File: src/rtl/mips_pkg.sv
// Shared MIPS definitions: opcodes, instruction field widths, NOP word and fetch FSM encoding.
package mips_pkg;

  localparam int XLEN     = 32;
  localparam int OPCODE_W = 6;
  localparam int REG_W    = 5;
  localparam int SHAMT_W  = 5;
  localparam int FUNCT_W  = 6;
  localparam int IMM_W    = 16;
  localparam int JADDR_W  = 26;

  localparam logic [OPCODE_W-1:0] OP_RTYPE = 6'd0;
  localparam logic [OPCODE_W-1:0] OP_J     = 6'd2;
  localparam logic [OPCODE_W-1:0] OP_BEQ   = 6'd4;
  localparam logic [OPCODE_W-1:0] OP_BNE   = 6'd5;
  localparam logic [OPCODE_W-1:0] OP_ADDI  = 6'd8;
  localparam logic [OPCODE_W-1:0] OP_LW    = 6'd35;
  localparam logic [OPCODE_W-1:0] OP_SW    = 6'd43;

  localparam logic [XLEN-1:0] NOP_WORD = 32'h0000_0000;

  typedef enum logic [1:0] {
    FETCH_IDLE = 2'd0,
    FETCH_REQ  = 2'd1,
    FETCH_FULL = 2'd2
  } fetch_state_e;

  function automatic logic [XLEN-1:0] pc_plus4(input logic [XLEN-1:0] pc);
    return pc + 32'd4;
  endfunction

endpackage

File: src/rtl/ifu_pc_ctl.sv
// PC, pending-redirect target and squash flag for the fetch stage; redirect always wins.
// IFETCH_ALIGN_EXC_EN keeps target[1:0] and allows the exception-vector load; otherwise PCs are word-aligned.
module ifu_pc_ctl
  import mips_pkg::*;
#(
  parameter logic [XLEN-1:0] RESET_PC   = 32'h0000_0000,
  parameter logic [XLEN-1:0] EXC_VECTOR = 32'h0000_0080
) (
  input  logic            clk_i,
  input  logic            rst_i,
  input  logic            req_active_i,
  input  logic            ack_i,
  input  logic            redirect_i,
  input  logic [XLEN-1:0] target_i,
`ifdef IFETCH_ALIGN_EXC_EN
  input  logic            exc_take_i,
`endif
  output logic [XLEN-1:0] pc_o,
  output logic            squash_o
);

  logic [XLEN-1:0] pc_q, pc_d, pc_next_q, pc_next_d, tgt;
  logic            squash_q, squash_d;

`ifdef IFETCH_ALIGN_EXC_EN
  assign tgt = target_i;
`else
  logic unused_tgt_lo;
  assign tgt           = {target_i[XLEN-1:2], 2'b00};
  assign unused_tgt_lo = ^target_i[1:0];
`endif

  always_comb begin
    pc_d      = pc_q;
    pc_next_d = pc_next_q;
    squash_d  = squash_q;
    if (redirect_i) begin
      // An issued request cannot be withdrawn: park the target until its ack retires it.
      if (req_active_i && !ack_i) begin
        squash_d  = 1'b1;
        pc_next_d = tgt;
      end else begin
        pc_d     = tgt;
        squash_d = 1'b0;
      end
    end else if (req_active_i && ack_i) begin
      squash_d = 1'b0;
      pc_d     = squash_q ? pc_next_q : pc_plus4(pc_q);
    end
`ifdef IFETCH_ALIGN_EXC_EN
    else if (exc_take_i) begin
      pc_d = EXC_VECTOR;
    end
`endif
  end

  always_ff @(posedge clk_i or posedge rst_i) begin
    if (rst_i) begin
      pc_q      <= RESET_PC;
      pc_next_q <= RESET_PC;
      squash_q  <= 1'b0;
    end else begin
      pc_q      <= pc_d;
      pc_next_q <= pc_next_d;
      squash_q  <= squash_d;
    end
  end

  assign pc_o     = pc_q;
  assign squash_o = squash_q;

endmodule

File: src/rtl/instr_fetch_unit.sv
// MIPS fetch stage: fetch FSM, req/ack to instruction memory and one-entry IR feeding decode.
// IFETCH_ALIGN_EXC_EN turns misaligned PCs into a fetch-exception IR entry instead of masking them.
module instr_fetch_unit
  import mips_pkg::*;
#(
  parameter logic [XLEN-1:0] RESET_PC   = 32'h0000_0000,
  parameter logic [XLEN-1:0] EXC_VECTOR = 32'h0000_0080
) (
  input  logic                clk,
  input  logic                rst,
  output logic                imem_req,
  output logic [XLEN-1:0]     imem_addr,
  input  logic                imem_ack,
  input  logic [XLEN-1:0]     imem_rdata,
  input  logic                redirect_valid,
  input  logic [XLEN-1:0]     redirect_target,
  output logic                dec_valid,
  input  logic                dec_ready,
  output logic [XLEN-1:0]     dec_instr,
  output logic [OPCODE_W-1:0] dec_opcode,
`ifdef IFETCH_ALIGN_EXC_EN
  output logic [XLEN-1:0]     dec_pc4,
  output logic                dec_exc,
  output logic [XLEN-1:0]     dec_badaddr
`else
  output logic [XLEN-1:0]     dec_pc4
`endif
);

  fetch_state_e    state_q, state_d;
  logic [XLEN-1:0] pc, ir_q, pc4_q;
  logic            squash, misaligned, req_active, accept, exc_take, consume, valid_q;

`ifdef IFETCH_ALIGN_EXC_EN
  logic            exc_q;
  logic [XLEN-1:0] badaddr_q;
  assign misaligned  = (pc[1:0] != 2'b00);
  assign dec_exc     = exc_q;
  assign dec_badaddr = badaddr_q;
`else
  assign misaligned = 1'b0;
`endif

  assign req_active = (state_q == FETCH_REQ) && !misaligned;
  assign accept     = req_active && imem_ack && !squash && !redirect_valid;
  assign exc_take   = (state_q == FETCH_REQ) && misaligned && !redirect_valid;
  assign consume    = (state_q == FETCH_FULL) && (redirect_valid || dec_ready);

  ifu_pc_ctl #(.RESET_PC(RESET_PC), .EXC_VECTOR(EXC_VECTOR)) u_pc_ctl (
    .clk_i        (clk),
    .rst_i        (rst),
    .req_active_i (req_active),
    .ack_i        (imem_ack),
    .redirect_i   (redirect_valid),
    .target_i     (redirect_target),
`ifdef IFETCH_ALIGN_EXC_EN
    .exc_take_i   (exc_take),
`endif
    .pc_o         (pc),
    .squash_o     (squash)
  );

  always_ff @(posedge clk or posedge rst) begin
    if (rst) state_q <= FETCH_IDLE;
    else     state_q <= state_d;
  end

  always_comb begin
    state_d = state_q;
    case (state_q)
      FETCH_IDLE: state_d = FETCH_REQ;
      FETCH_REQ:  if (accept || exc_take) state_d = FETCH_FULL;
      FETCH_FULL: if (consume) state_d = FETCH_REQ;
      default:    state_d = FETCH_IDLE;
    endcase
  end

  always_comb begin
    imem_req  = req_active;
    imem_addr = req_active ? pc : '0;
  end

  always_ff @(posedge clk or posedge rst) begin
    if (rst) begin
      valid_q   <= 1'b0;
      ir_q      <= NOP_WORD;
      pc4_q     <= '0;
`ifdef IFETCH_ALIGN_EXC_EN
      exc_q     <= 1'b0;
      badaddr_q <= '0;
`endif
    end else if (accept) begin
      valid_q <= 1'b1;
      ir_q    <= imem_rdata;
      pc4_q   <= pc_plus4(pc);
    end else if (exc_take) begin
      valid_q   <= 1'b1;
      ir_q      <= NOP_WORD;
`ifdef IFETCH_ALIGN_EXC_EN
      exc_q     <= 1'b1;
      badaddr_q <= pc;
`endif
    end else if (consume) begin
      valid_q <= 1'b0;
`ifdef IFETCH_ALIGN_EXC_EN
      exc_q   <= 1'b0;
`endif
    end
  end

  assign dec_valid  = valid_q;
  assign dec_instr  = ir_q;
  assign dec_opcode = ir_q[XLEN-1 -: OPCODE_W];
  assign dec_pc4    = pc4_q;

endmodule
File: config.mk
export PLATFORM = sky130hd
export DESIGN_NAME = instr_fetch_unit
export DESIGN_NICKNAME = d
export VERILOG_FILES = /design/src/rtl/mips_pkg.sv /design/src/rtl/ifu_pc_ctl.sv /design/src/rtl/instr_fetch_unit.sv
export SDC_FILE = /design/constraint.sdc
export NUM_CORES = 1
export LEC_CHECK = 0
export ABC_CLOCK_PERIOD_IN_PS = 5400
export CELL_PAD_IN_SITES_DETAIL_PLACEMENT = 1
export CELL_PAD_IN_SITES_GLOBAL_PLACEMENT = 2
export CORE_MARGIN = 4
export CORE_UTILIZATION = 29
export DETAILED_ROUTE_END_ITERATION = 8
export MAX_ROUTING_LAYER = met4
export PLACE_DENSITY = 0.83
export SLEW_MARGIN = 20
export SYNTH_ARGS = -nofsm -noshare
export SYNTH_HDL_FRONTEND = slang
export SYNTH_SLANG_ARGS = --single-unit
File: constraint.sdc
create_clock -name clk -period 5.4 [get_ports clk]
set_clock_uncertainty 0.1 [all_clocks]
set_input_delay 1.08 -clock clk [delete_from_list [all_inputs] [get_ports clk]]
set_output_delay 1.08 -clock clk [all_outputs]
set_load 0.01 [all_outputs]
==> results of run 1 <==
[placed cells by master, fill, tap and decap left out, drive strengths merged, types with 5 or more instances in the layout]
| cell type | count |
|---|---|
| clkdlybuf4s50 | 165 |
| nand2 | 137 |
| dfrtp | 126 |
| nor2 | 50 |
| nand3 | 33 |
| mux2 | 28 |
| and2 | 28 |
| o21ai | 25 |
| clkbuf | 19 |
| a21oi | 18 |
| or4 | 16 |
| a211oi | 15 |
| nand2b | 14 |
| nor3 | 14 |
| buf | 14 |
| o31ai | 13 |
| inv | 13 |
| nand4 | 12 |
| a31oi | 11 |
| o31a | 11 |
| o211ai | 9 |
| mux2i | 8 |
| clkinv | 8 |
| nor4 | 6 |
| a311oi | 6 |
| or3 | 6 |
| o211a | 5 |
| xor2 | 5 |
| o22ai | 5 |
| and3 | 5 |
[path summary, 6_finish.rpt]
| check | start | endpoint | slack [ns] |
|---|---|---|---|
| hold / removal | dec_instr[24] | dec_instr[24] | 0.37 |
| setup reg to reg | u_pc_ctl.squash_o | dec_pc4[4] | 2.27 |
| setup / recovery | state_q[1] | imem_addr[4] | 1.52 |
| min in group asynchronous | rst | u_pc_ctl.pc_next_q[30] | 1.03 |
| max in group asynchronous | rst | dec_instr[6] | 3.26 |
| hold reg to reg | dec_instr[24] | dec_instr[24] | 0.37 |
[final cells by class]
type                       instances  share of cell area
clock buffer                      19              0.0492
clock inverter                    13              0.0132
inverter                          13             0.00597
multi-input combinational        524               0.347
sequential                       126               0.350
tap                              280              0.0389
timing repair buffer             179               0.196
[power by group through the flow]
stage	registers, mW	clock network, mW	logic [mW]
2_1_floorplan	1.73	0	1.05
3_3_place_gp	1.78	0	2.10
3_5_place_dp	1.80	0	2.13
4_1_cts	1.79	1.13	2.14
5_1_grt	1.87	1.17	2.29
6_report	1.79	1.10	2.11
[critical path: stages (launching register included)]
cell	delay, ns
dfrtp_1	0.45
nand2b_1	0.17
buf_4	0.23
inv_1	0.57
and2_1	0.29
clkdlybuf4s50_1	0.57
[sequential cells by signal, summed over array words and instances (netlist names)]
name	cells
dec_instr	32
dec_pc4	30
dec_valid	1
state_q	2
u_pc_ctl.pc_next_q	30
u_pc_ctl.pc_o	30
u_pc_ctl.squash_o	1
[synth_stat cells (all sizes together) (9+ instances only)]
library cell / count
o21ai: 25
nand3: 33
a31oi: 11
o31a: 11
inv: 13
nand2: 137
nor2: 50
clkbuf: 44
buf: 23
or4: 16
mux2: 28
and2: 28
nand2b: 14
a21oi: 18
dfrtp: 126
a211oi: 15
nand4: 12
nor3: 14
o211ai: 9
o31ai: 13
[routing by layer]
metal / vias up / share of wire
met4: 0 / 0.0096
met5: - / 0
met2: 172 / 0.47
met1: 2902 / 0.48
li1: 2845 / -
met3: 21 / 0.045
[per-stage QoR]
step                 util  instance area (um2)
finish              0.408                 9010
global route        0.408                 9010
CTS                 0.408                 9010
detailed placement  0.382                 8450
global placement    0.382                 8450
floorplan               -                 6610
[logic make-up after synthesis]
logic type      after synthesis  share of synthesized area
compound gates              143                      0.152
other cells                   1                   0.000568
xor+xnor                      8                     0.0106
fa+ha+maj                     1                    0.00190
flops                       126                      0.478
buf+inv                      80                     0.0538
mux                          36                     0.0599
simple gates                332                      0.244
==> results.json, run 1 <==
{
  "syn_inst": 727,
  "power_frac_clock": 0.220,
  "vias": 5940,
  "rows": 54,
  "synth_edf_count": 0,
  "p_comb_frac": 0.421,
  "status": "finished, final reports clean",
  "synth_top_cell_area_share": 0.478,
  "fillerInstances": 2497,
  "root_buffer": "clkbuf_16",
  "clock-sinks": 126,
  "hold_viol": 0,
  "ys_seq_area_frac": 0.478,
  "pin_count": 173,
  "chipWidth_um": 159,
  "route.detailed.drc": 0,
  "die-height_um": 159,
  "avgViaCountPerCell": 5.15,
  "met2_usage": 0.284,
  "tightest_slew_ns": 1.01,
  "grt.busiest_layer": "met2",
  "wl_per_cell_um": 19.5,
  "syn_to_final_growth_pct": 36.5,
  "hold_buffers": 0,
  "synth_area_leaders": "dfrtp_1 (48%), nand2_1 (7.8%), mux2_2 (4.8%), nor2_1 (2.8%), and2_1 (2.6%)",
  "grt_pass1_vias": 5988,
  "grt_max_degree": 70,
  "cts.reportedPaths.clkPinSlew_ns": 0.06,
  "multiInputGateArea_um2": 3120,
  "grt_pass1_wl_um": 35800,
  "arrival_ns": 2.70,
  "synthArstFlopShare": 1.00,
  "maxCapViolCount": 0,
  "fin_crit_sh": 0.719,
  "tritoncts": "built",
  "power.total_mw": 5.00,
  "synth_warnings": 0,
  "p_per_area_nw_per_um2": 555,
  "syn_area_um2": 6600,
  "pre_cts_ws_ns": 1.39,
  "synth-seq-cells": 126,
  "power_switching_share": 0.380,
  "ff_latch_area_um2": 3150,
  "portBuffers": 166,
  "fin_cells": 1154,
  "synth_top_area_cell": "dfrtp_1",
  "drive_gt1_frac": 0.0984,
  "fin_crit_ns": 3.88,
  "maxSlewViolCount": 0,
  "dp.cells": 1122,
  "leakage_nw": 3.69,
  "reg2regPathDepth": 4,
  "routed_wl_um": 22500,
  "antenna_left": 0,
  "p_sw_mw": 1.90,
  "fmax_mhz": 258,
  "avgSynthCellArea_um2": 9.08,
  "p_int_mw": 3.10,
  "cts-buffers-inserted": 17,
  "min_delay_path_depth": 2,
  "ctsLongestPathBuffers": 2,
  "cp.required_ns": 4.22,
  "dieArea_um2": 25200,
  "seqPwrFrac": 0.358,
  "yosysUniqueCellTypes": 61,
  "final_nets": 931,
  "dp.final_hpwl_um": 16100,
  "finalSetupViolCount": 0,
  "clk_latency_ns": 0.43,
  "critPathKind": "register to output port",
  "start_util": 0.299,
  "cts_setup_buffers": 0,
  "core_um2": 22100,
  "whs_ns": 0.374,
  "worst_slack_ns": 1.52,
  "antenna_found_initial": 0,
  "drtIter0Drc": 472,
  "drtPass1Iterations": 5,
  "htree_levels": 4,
  "grtUsageTotal": 0.182,
  "gr-total-overflow": 0,
  "setup_tns_ns": 0,
  "gp_congestion": 0.815,
  "rsz0062_at_grt": "no",
  "cts-resized-gates": 0,
  "slew_headroom": 0.327,
  "synth_ff_type": "dfrtp_1",
  "crit_path_end_kind": "output port",
  "use_met1": 0.253,
  "diodes": 0,
  "critPathMaxFanout": 23,
  "hold_path.class": "register to register",
  "gr-usage-met3": 0.0308,
  "ir_drop_mv": 0.175,
  "startpoint_type": "register"
}
Note: power is estimated with default switching activity, not from simulation.
==> inputs of run 2 (changes only) <==
--- a/config.mk
+++ b/config.mk
@@ -5,14 +5,14 @@
 export SDC_FILE = /design/constraint.sdc
 export NUM_CORES = 1
 export LEC_CHECK = 0
-export ABC_CLOCK_PERIOD_IN_PS = 5400
+export ABC_CLOCK_PERIOD_IN_PS = 3400
 export CELL_PAD_IN_SITES_DETAIL_PLACEMENT = 1
 export CELL_PAD_IN_SITES_GLOBAL_PLACEMENT = 2
 export CORE_MARGIN = 4
-export CORE_UTILIZATION = 29
+export CORE_UTILIZATION = 26
 export DETAILED_ROUTE_END_ITERATION = 8
 export MAX_ROUTING_LAYER = met4
-export PLACE_DENSITY = 0.83
+export PLACE_DENSITY = 0.79
 export SLEW_MARGIN = 20
 export SYNTH_ARGS = -nofsm -noshare
 export SYNTH_HDL_FRONTEND = slang
==> constraint.sdc (replaced) <==
create_clock -name clk -period 3.4 [get_ports clk]
set_clock_uncertainty 0.1 [all_clocks]
set_input_delay 0.68 -clock clk [delete_from_list [all_inputs] [get_ports clk]]
set_output_delay 0.68 -clock clk [all_outputs]
set_load 0.01 [all_outputs]
==> run 2 against run 1 <==
  * Sequential share of layout area fell by 0.62 points
  * Via count rose by 1.2%
  * Critical path depth fell by 1
  * Routed wire length rose by 3.1%
  * Worst setup slack got worse by 1.3 ns
==> results.json, run 2 (synthesis gave the netlist of run 1 again) <==
{
  "largest_reg_flops": 32,
  "start_util": 0.263,
  "avgViaCountPerCell": 4.94,
  "grt_pass1_wl_um": 36200,
  "critPathMaxFanout": 23,
  "cts-resized-gates": 0,
  "vias": 6011,
  "maxSlewViolCount": 0,
  "syn_to_final_growth_pct": 39.0,
  "diodes": 0,
  "drtIter0Drc": 316,
  "wl_per_cell_um": 19.1,
  "rsz0062_at_grt": "no",
  "gr-usage-met3": 0.0359,
  "power.total_mw": 7.98,
  "arrival_ns": 2.40,
  "clk_latency_ns": 0.43,
  "drive_gt1_frac": 0.113,
  "ctsLongestPathBuffers": 2,
  "tritoncts": "built",
  "chipWidth_um": 167,
  "setup_tns_ns": 0,
  "clock-sinks": 126,
  "fin_crit_ns": 3.18,
  "dieArea_um2": 28000,
  "grt.busiest_layer": "met2",
  "cts_setup_buffers": 0,
  "hold_buffers": 0,
  "finalSetupViolCount": 0,
  "startpoint_type": "register",
  "ir_drop_mv": 0.319,
  "root_buffer": "clkbuf_16",
  "antenna_left": 0,
  "hold_viol": 0,
  "tightest_slew_ns": 0.708,
  "cts.reportedPaths.clkPinSlew_ns": 0.07,
  "hold_path.class": "register to register",
  "layout_common_cells": "clkdlybuf4s50_1 (165), nand2_1 (136), dfrtp_1 (126)",
  "grt_max_degree": 80,
  "die-height_um": 167,
  "p_per_area_nw_per_um2": 871,
  "grt_pass1_vias": 6071,
  "leakage_nw": 3.76,
  "layout_commonest_cell": "clkdlybuf4s50_1",
  "route.detailed.drc": 0,
  "rows": 58,
  "cpPeakStageDelay_ns": 0.56,
  "maxCapViolCount": 0,
  "fmax_mhz": 314,
  "crit_path_cell_trace": "nand2b_1 -> inv_1 -> and2_1 -> clkdlybuf4s50_1",
  "fin_crit_sh": 0.936,
  "status": "finished, final reports clean",
  "portBuffers": 166,
  "dp.final_hpwl_um": 16800,
  "gp_congestion": 0.842,
  "use_met1": 0.225,
  "antenna_found_initial": 0,
  "crit_path_end_kind": "output port",
  "fillerInstances": 2893,
  "grtUsageTotal": 0.169,
  "htree_levels": 4,
  "met2_usage": 0.264,
  "routed_wl_um": 23200,
  "cts-buffers-inserted": 17,
  "drtPass1Iterations": 5,
  "slowest_stage": "clkdlybuf4s50_1",
  "critPathKind": "register to output port",
  "final_nets": 944,
  "pin_count": 173,
  "core_um2": 25100,
  "slew_headroom": 0.528,
  "cp.required_ns": 2.62,
  "gr-total-overflow": 0
}
==> run 2: cell types whose count changed in the layout (fill, tap and decap cells not counted) <==
| cell | previous run | this run |
|---|---|---|
| buf_4 | 12 | 24 |
| inv_6 | 1 | 6 |
| clkinv_2 | 3 | 1 |
| buf_12 | 1 | 2 |
| bufinv_16 | 1 | 0 |
| clkbuf_1 | 1 | 0 |
| clkbuf_8 | 1 | 0 |
| clkinvlp_4 | 4 | 3 |
| inv_8 | 0 | 1 |
==> run 2: power breakdown <==
part	leakage, nW	total [mW]	internal (mW)	switching [mW]
logic	1.98	3.43	1.78	1.66
clock network	0.268	1.74	0.953	0.787
registers	1.51	2.81	2.16	0.652
total	3.76	7.98	4.89	3.09
==> run 2: final cells by class <==
class / instances / area [um2] / share of cell area
tap: 330 / 413 / 0.0450
clock buffer: 17 / 425 / 0.0464
clock inverter: 15 / 128 / 0.0139
inverter: 13 / 52.6 / 0.00573
sequential: 126 / 3150 / 0.344
multi-input combinational: 524 / 3120 / 0.341
timing repair buffer: 192 / 1880 / 0.205
==> run 2: worst paths after layout <==
kind,startpoint,cells past startpoint,to,slack [ns]
max,state_q[1],4,imem_addr[8],0.22
min,dec_instr[25],2,dec_instr[25],0.37
max reg2reg,u_pc_ctl.pc_o[2],5,dec_pc4[30],0.81
min reg2reg,dec_instr[25],2,dec_instr[25],0.37
max in group asynchronous,rst,3,u_pc_ctl.pc_o[26],1.89
min in group asynchronous,rst,2,dec_instr[8],0.51
==> run 2: layer usage <==
metal | share of wire | wire length, um
met1 | 0.47 | 10800
met2 | 0.48 | 11200
met3 | 0.038 | 884
met4 | 0.014 | 330
met5 | 0 | 0
==> run 2: worst max-delay path: cells and delay by family (launching register included) <==
kind	cells	cell delay [ns]
flip-flops	1	0.44
buffers and inverters	2	1.09
AND/OR/NAND/NOR	2	0.42
==> run 2: through the flow <==
step	setup slack, ns	util	instances	area, um2	hold WS [ns]
2_1_floorplan	1.07	-	730	6620	0.373
3_3_place_gp	0.619	0.343	1185	8620	0.358
3_5_place_dp	0.564	0.343	1185	8620	0.362
4_1_cts	0.164	0.365	1217	9170	0.379
5_1_grt	0.0487	0.365	1217	9170	0.403
6_report	0.219	0.365	1217	9170	0.372
==> inputs of run 3 (changes only) <==
--- a/config.mk
+++ b/config.mk
@@ -5,7 +5,7 @@
 export SDC_FILE = /design/constraint.sdc
 export NUM_CORES = 1
 export LEC_CHECK = 0
-export ABC_CLOCK_PERIOD_IN_PS = 3400
+export ABC_CLOCK_PERIOD_IN_PS = 2600
 export CELL_PAD_IN_SITES_DETAIL_PLACEMENT = 1
 export CELL_PAD_IN_SITES_GLOBAL_PLACEMENT = 2
 export CORE_MARGIN = 4
==> constraint.sdc (replaced) <==
create_clock -name clk -period 2.6 [get_ports clk]
set_clock_uncertainty 0.1 [all_clocks]
set_input_delay 0.52 -clock clk [delete_from_list [all_inputs] [get_ports clk]]
set_output_delay 0.52 -clock clk [all_outputs]
set_load 0.01 [all_outputs]
==> run 3 against run 2 <==
  * Sequential power increased by 28%
  * Final area up 3.6%
  * Sequential share of layout area fell by 1.2 points
  * Clock power increased by 50%
  * Combinational power increased by 37%
  * Largest power group unchanged
  * Largest cell class unchanged
  * Worst setup slack worse by 0.13 ns
  * Non-clock buffer count increased by 23
  * Global-route usage rose by 0.79 points
==> results.json, run 3 (synthesis gave the netlist of run 1 again) <==
{
  "start_util": 0.263,
  "finalSetupViolCount": 0,
  "fmax_mhz": 398,
  "fin_crit_ns": 2.51,
  "maxSlewViolCount": 0,
  "grtUsageTotal": 0.177,
  "antenna_found_initial": 0,
  "cp_top_family": "buffers and inverters",
  "dieArea_um2": 28000,
  "power.total_mw": 10.9,
  "portBuffers": 166,
  "cts.reportedPaths.clkPinSlew_ns": 0.06,
  "status": "finished, final reports clean",
  "crit_path_cell_trace": "nand2b_4 -> inv_2 -> buf_12 -> and2_1 -> clkdlybuf4s50_1",
  "routed_wl_um": 24100,
  "slew_headroom": 0.629,
  "critPathMaxFanout": 12,
  "slowest_stage": "clkdlybuf4s50_1",
  "avgViaCountPerCell": 4.95,
  "hold_buffers": 0,
  "setup_tns_ns": 0,
  "root_buffer": "clkbuf_16",
  "antenna_left": 0,
  "gp_congestion": 0.862,
  "ir_drop_mv": 0.451,
  "critPathKind": "register to output port",
  "leakage_nw": 4.01,
  "cpPeakStageDelay_ns": 0.53,
  "htree_levels": 4,
  "ctsLongestPathBuffers": 2,
  "rsz0062_at_grt": "no",
  "hold_path.class": "register to register",
  "min_delay_path_depth": 2,
  "worst-path-buf-inv": 3,
  "tritoncts": "built",
  "drtIter0Drc": 343,
  "chipWidth_um": 167,
  "route.detailed.drc": 0,
  "whs_ns": 0.373,
  "die-height_um": 167,
  "tightest_slew_ns": 0.551,
  "crit_path_end_kind": "output port",
  "clk_latency_ns": 0.42,
  "pin_count": 173,
  "layout_commonest_cell": "clkdlybuf4s50_1",
  "drtPass1Iterations": 5,
  "hold_viol": 0,
  "core_um2": 25100,
  "p_per_area_nw_per_um2": 1150,
  "dp.final_hpwl_um": 17400,
  "largest_reg_flops": 32,
  "cp.required_ns": 1.98,
  "grt_max_degree": 44,
  "drive_gt1_frac": 0.138,
  "fin_crit_sh": 0.965,
  "reg2regPathDepth": 6,
  "arrival_ns": 1.89,
  "wl_per_cell_um": 19.4,
  "startpoint_type": "register",
  "rows": 58,
  "final_nets": 967,
  "worst-path-stages": 5,
  "grt_pass1_vias": 6302,
  "grt_pass1_wl_um": 38100,
  "vias": 6134,
  "layout_common_cells": "clkdlybuf4s50_1 (141), nand2_1 (136), dfrtp_1 (124)",
  "cts-buffers-inserted": 17,
  "syn_to_final_growth_pct": 44.0,
  "diodes": 0,
  "maxCapViolCount": 0,
  "clock-sinks": 126,
  "gr-total-overflow": 0
}
[run 3: power by group]
group          switching [mW]  total [mW]  internal (mW)  leakage [nW]
Clock                   0.908        2.61           1.70         0.305
Combinational            2.32        4.71           2.39          2.20
Sequential              0.781        3.61           2.83          1.51
Total                    4.01        10.9           6.93          4.01
[run 3: worst register-to-register path, delay by kind of cell (launching register included)]
kind / cells / cell delay, ns
AO/OA/AOI/OAI: 1 / 0.18
flip-flops: 1 / 0.51
adder cells (fa/ha/maj): 1 / 0.23
buffers and inverters: 1 / 0.22
AND/OR/NAND/NOR: 3 / 0.91
[run 3: area by class of cell]
class,instances,area (um2)
fill,2899,15600
sequential,126,3160
multi-input combinational,524,3130
timing repair buffer,215,2110
clock buffer,22,484
tap,330,413
clock inverter,9,156
inverter,13,52.6
[run 3: layer usage]
metal	global-route usage	up-vias	wire length, um
met5	-	-	0
met4	0.0455	0	254
met3	0.0286	15	978
met2	0.285	140	11800
met1	0.234	3071	11000
li1	-	2908	-
[run 3: through the flow]
step / setup WS, ns / cell area, um2 / std cells / utilization
global route: 0.0258 / 9500 / 1239 / 0.379
global placement: 0.0605 / 8830 / 1206 / 0.352
finish: 0.0898 / 9500 / 1239 / 0.379
CTS: 0.0120 / 9490 / 1238 / 0.378
floorplan: 0.427 / 6620 / 730 / -
detailed placement: 0.0530 / 8830 / 1206 / 0.352
[run 3: worst paths after layout]
check | slack [ns] | to | start
max reg2reg | 0.35 | dec_pc4[30] | u_pc_ctl.pc_o[2]
min | 0.37 | dec_instr[19] | dec_instr[19]
max | 0.09 | imem_addr[30] | state_q[1]
min reg2reg | 0.37 | dec_instr[19] | dec_instr[19]
max in group asynchronous | 1.42 | u_pc_ctl.pc_next_q[25] | rst
min in group asynchronous | 0.39 | dec_instr[8] | rst
[run 3: what timing repair did]
item | in CTS | in global routing
cloned | 1 | 0
setup buffers | 0 | 1
resized for setup | 29 | 2
endpoints found under the setup margin | 29 | 6
